[config.mk]
export PLATFORM = sky130hd
export DESIGN_NAME = sp_wordgen
export DESIGN_NICKNAME = d
export VERILOG_FILES = /design/src/rtl/sp_wordgen.sv
export SDC_FILE = /design/constraint.sdc
export NUM_CORES = 2
export LEC_CHECK = 0
export ABC_AREA = 0
export BUFFER_PORTS_ARGS = -buffer_cell sky130_fd_sc_hd__clkbuf_2
export CORE_MARGIN = 4
export CORE_UTILIZATION = 30
export DETAILED_ROUTE_END_ITERATION = 12
export GPL_ROUTABILITY_DRIVEN = 0
export PLACE_DENSITY = 0.52
export SYNTH_ARGS = -nofsm -noshare
export SYNTH_HDL_FRONTEND = slang
export SYNTH_SLANG_ARGS = --single-unit
export TNS_END_PERCENT = 10
[constraint.sdc]
create_clock -name clk -period 19.3 [get_ports clk]
set_input_delay 0.965 -clock clk [delete_from_list [all_inputs] [get_ports clk]]
set_output_delay 0.965 -clock clk [all_outputs]
set_load 0.02 [all_outputs]
[src/rtl/sp_wordgen.sv]
// Signal-probability word generator: each lane is a first-order sigma-delta
// accumulator whose carry-out stream has a ones density of sp_reg/2^N.
module sp_wordgen #(
    parameter int unsigned N     = 21,
    parameter int unsigned WIDTH = 32,
    parameter int unsigned LW    = 16
) (
    input  logic                     clk,
    input  logic                     rst_n,
    input  logic                     cfg_valid,
    output logic                     cfg_ready,
    input  logic [$clog2(WIDTH)-1:0] cfg_lane,
    input  logic [N-1:0]             cfg_sp,
    input  logic                     start,
    input  logic [LW-1:0]            win_len,
    input  logic                     abort,
    output logic                     word_valid,
    input  logic                     word_ready,
    output logic [WIDTH-1:0]         wlord,
    output logic                     busy,
    output logic                     done
);

    localparam int unsigned LANE_W = $clog2(WIDTH);
    localparam int unsigned LCW    = LANE_W + 1;
    localparam int unsigned NW     = N + 1;

    typedef enum logic [1:0] {IDLE, RUN, DONE} state_t;

    state_t          state, state_nxt;
    logic [N-1:0]    sp_reg [WIDTH];
    logic [N-1:0]    acc    [WIDTH];
    logic [N-1:0]    sum    [WIDTH];
    logic [WIDTH-1:0] carry;
    logic [LW-1:0]   cnt, len;
    logic            load, adv, cfg_we;

    // Per-lane accumulate: the carry is the lane's output bit for this word.
    always_comb begin
        carry = '0;
        for (int i = 0; i < WIDTH; i++) begin
            sum[i] = '0;
            {carry[i], sum[i]} = NW'(acc[i]) + NW'(sp_reg[i]);
        end
    end

    assign wlord  = word_valid ? carry : '0;
    assign cfg_we = cfg_valid && (state == IDLE) && (LCW'(cfg_lane) < LCW'(WIDTH));

    // Next-state and datapath control; abort wins over a same-cycle handshake.
    always_comb begin
        state_nxt = state;
        load      = 1'b0;
        adv       = 1'b0;
        case (state)
            IDLE: begin
                if (start) begin
                    load      = 1'b1;
                    state_nxt = (win_len == '0) ? DONE : RUN;
                end
            end
            RUN: begin
                if (abort) begin
                    state_nxt = IDLE;
                end else if (word_ready) begin
                    adv = 1'b1;
                    if (cnt == len - LW'(1)) begin
                        state_nxt = DONE;
                    end
                end
            end
            DONE:    state_nxt = IDLE;
            default: state_nxt = IDLE;
        endcase
    end

    always_ff @(posedge clk) begin
        if (!rst_n) begin
            state <= IDLE;
        end else begin
            state <= state_nxt;
        end
    end

    // Status flags are registered from the next state so they track it exactly.
    always_ff @(posedge clk) begin
        if (!rst_n) begin
            word_valid <= 1'b0;
            busy       <= 1'b0;
            done       <= 1'b0;
            cfg_ready  <= 1'b1;
        end else begin
            word_valid <= (state_nxt == RUN);
            busy       <= (state_nxt != IDLE);
            done       <= (state_nxt == DONE);
            cfg_ready  <= (state_nxt == IDLE);
        end
    end

    always_ff @(posedge clk) begin
        if (!rst_n) begin
            for (int i = 0; i < WIDTH; i++) begin
                sp_reg[i] <= '0;
                acc[i]    <= '0;
            end
            cnt <= '0;
            len <= '0;
        end else begin
            if (cfg_we) begin
                sp_reg[cfg_lane] <= cfg_sp;
            end
            if (load) begin
                for (int i = 0; i < WIDTH; i++) begin
                    acc[i] <= '0;
                end
                cnt <= '0;
                len <= win_len;
            end else if (adv) begin
                for (int i = 0; i < WIDTH; i++) begin
                    acc[i] <= sum[i];
                end
                cnt <= cnt + LW'(1);
            end
        end
    end

endmodule

==> metrics.cfg <==
[global_route]
grt_max_degree = 157
grtUsageTotal_pct = 14.7
grt_pass1_vias = 56000
grt_pass1_wl_um = 322000
antenna_found_initial = 31
grt_overflow_total = 0

[timing]
setup_tns_ns = 0
worst_pin_slew_ns = 1.29
fin_skew_ns = 0.0233
timing.final.crit_share_pct = 26.4
finalHoldViolations = 0
max_freq_mhz = 196
slew_headroom_pct = 13.4
rsz0062_at_grt = false
hold_slack_ns = 0.424
period_needed_ns = 5.10
setup-violations-final = 0
slew_violations = 0

[placed_design]
dp_hpwl_um = 122000
port_buffers = 83
dpl_cell_area_um2 = 85300
dp_cells = 10800

[setup_path]
crit_chain = ha_1, a21o_1, a21oi_1, nor2b_1, o31ai_1, o31ai_1, o41ai_1, o211a_1, a21oi_1, clkbuf_2
critPathMaxStageDelay_ns = 0.72
crit_end = wlord[15]
cp_data_arrival_time_ns = 4.13
reg2regPathDepth = 10
cp_slowest_cell = o41ai_1
critPathLaunchType = flop
path_class = reg2out
reg2reg_slack_ns = 14.72
crit_path_end_kind = primary output
crit_path_max_fanout = 4
cp.required_ns = 18.33
timing.rr.end = acc[1][60]$_SDFFCE_PN0P_
r2r_start = state[1]$_SDFF_PN0_
crit_start = sp_reg[15][1]$_SDFFCE_PN0P_

[routing]
vias = 56000
drt_first_pass_iters = 9
routed_wl_um = 207000
final_antenna_net_count = 0
drt_iter0_markers = 4129
wl_per_cell_um = 18.6
viasPerCell = 5.02
remaining_drc_errors = 0

[cts]
clk_latency_ns = 0.80
clock-sinks = 1382
cts_tree = built
numCtsBuffers = 162
clk_path_buf_depth = 3
cts_resized = 0
hold_buffers = 0
htree_levels = 4
clockRootBuffer = clkbuf_16
path_clk_slew_ns = 0.06
postCtsSetupBuffers = 0

[synth]
postSynthAreaPerCell_um2 = 10.9
yosysTopAreaCellShare_pct = 49.3
syn-cell-area_um2 = 80500
syn_nets = 8124
postSynth.asyncResetShare_pct = 0
synthFlopType = edfxtp_1
synth_cell_type_count = 78
syn_inst = 7370
yosysTopAreaCell = edfxtp_1
yosysWarningCount = 0
synth.area.top_cells = edfxtp_1, ha_1, and2_1
synth_edf_count = 1323
ys_seq_elements = 1382
ys_seq_area_share_pct = 50.8

[finish]
final_nets = 8209
layout-drive-gt1-share_pct = 6.42
final_common_cell = edfxtp_1
stdcell_count = 11100
layout_common_cells = edfxtp_1, and2_1, nor2_1
area_growth_pct = 12.3
stdcell_area_um2 = 90400

[floorplan]
core-area_um2 = 266000
initial_core_util_pct = 30.3
dieArea_um2 = 277000
die_y_um = 526
die_x_um = 526
num_io_pins = 84
placement_rows = 189

[power_and_ir_drop]
totalPowerFinal_mw = 7.44
ir_worst_vdd_uv = 65.5
leakagePower_nw = 36.2
powerDensity_nw_per_um2 = 82.3

[run]
maxCapViolCount = 0

[status]
status = complete, no violations

[worst_hold_path]
hold_class = in2reg

worst min-delay path by stage:
| stage | to | depth (start not counted) | slack [ns] | startpoint |
|---|---|---|---|---|
| detailed placement | acc[0][20]$_SDFFE_PP0P_ | 2 | 0.45 | acc[0][20]$_SDFFE_PP0P_ |
| floorplan | acc[0][11]$_SDFFE_PP0P_ | 2 | 0.43 | acc[0][11]$_SDFFE_PP0P_ |
| CTS | len[2]$_SDFFE_PN0P_ | 3 | 0.33 | win_len[2] |
| global route | len[9]$_SDFFE_PN0P_ | 3 | 0.38 | win_len[9] |
| finish | len[2]$_SDFFE_PN0P_ | 3 | 0.42 | win_len[2] |
| global placement | acc[0][20]$_SDFFE_PP0P_ | 2 | 0.44 | acc[0][20]$_SDFFE_PP0P_ |
area by class of cell:
| class | instances | area (µm²) |
|---|---|---|
| Fill cell | 26500 | 176000 |
| Timing Repair Buffer | 173 | 1160 |
| Tap cell | 3533 | 4420 |
| Clock buffer | 205 | 4300 |
| Sequential cell | 1382 | 40900 |
| Inverter | 220 | 841 |
| Antenna cell | 27 | 67.6 |
| Clock inverter | 87 | 716 |
| Multi-Input combinational cell | 5516 | 38000 |
cell usage after synthesis, types with 27 or more instances:
library cell and n:
o21ai_1 61, nor4b_1 32, nor4_1 35, or3_1 54, clkbuf_1 234, a31oi_1 66
nand2_1 331, nor2b_1 113, and2_1 718, nor3_1 231, ha_1 674, xnor2_1 219
and3_1 84, a21boi_0 30, o31ai_1 41, xor2_1 173, a21o_1 175, nor2_1 689
nand3_1 137, o211ai_1 34, fa_1 32, o21a_1 92, o31a_1 36, o21ai_0 348
nand2b_1 116, nand4_1 39, nor3b_1 54, a211oi_1 107, edfxtp_1 1323, dfxtp_1 59
mux2i_1 27, a21oi_1 414, o21bai_1 55, inv_1 220
metal layers:
layer / vias up / track usage, % / share of wire (%)
met5: - / 0 / 0
met1: 27000 / 19.6 / 46
met2: 1243 / 24.6 / 47
li1: 27400 / - / -
met3: 286 / 2.03 / 5.3
met4: 0 / 4.72 / 2.4
critical path, delay by kind of cell (launching register included):
| family | cells | cell delay [ns] |
|---|---|---|
| simple gates | 1 | 0.09 |
| fa+ha+maj | 1 | 0.31 |
| flops | 1 | 0.39 |
| buf+inv | 1 | 0.25 |
| compound gates | 7 | 2.28 |
through the flow:
stage / setup WS [ns] / utilization, %
6_report: 14.20 / 34.0
5_1_grt: 13.79 / 34.0
4_1_cts: 14.06 / 34.0
3_5_place_dp: 13.95 / 32.1
3_3_place_gp: 13.90 / 32.1
2_1_floorplan: 10.55 / -
kinds of logic after synthesis:
family / share of synthesized area [%]
AOI/OAI and AO/OA: 13.1
DFF: 50.8
muxes: 0.364
buffers and inverters: 2.20
adders and majority gates: 11.3
and+or+nand+nor: 18.0
xor gates and xnor gates: 4.26
report_power, final:
part	internal, mW	switching (mW)
combinational	0.362	0.608
sequential	3.45	0.0585
clock	1.70	1.27
Note: power is estimated with default switching activity, not from simulation.
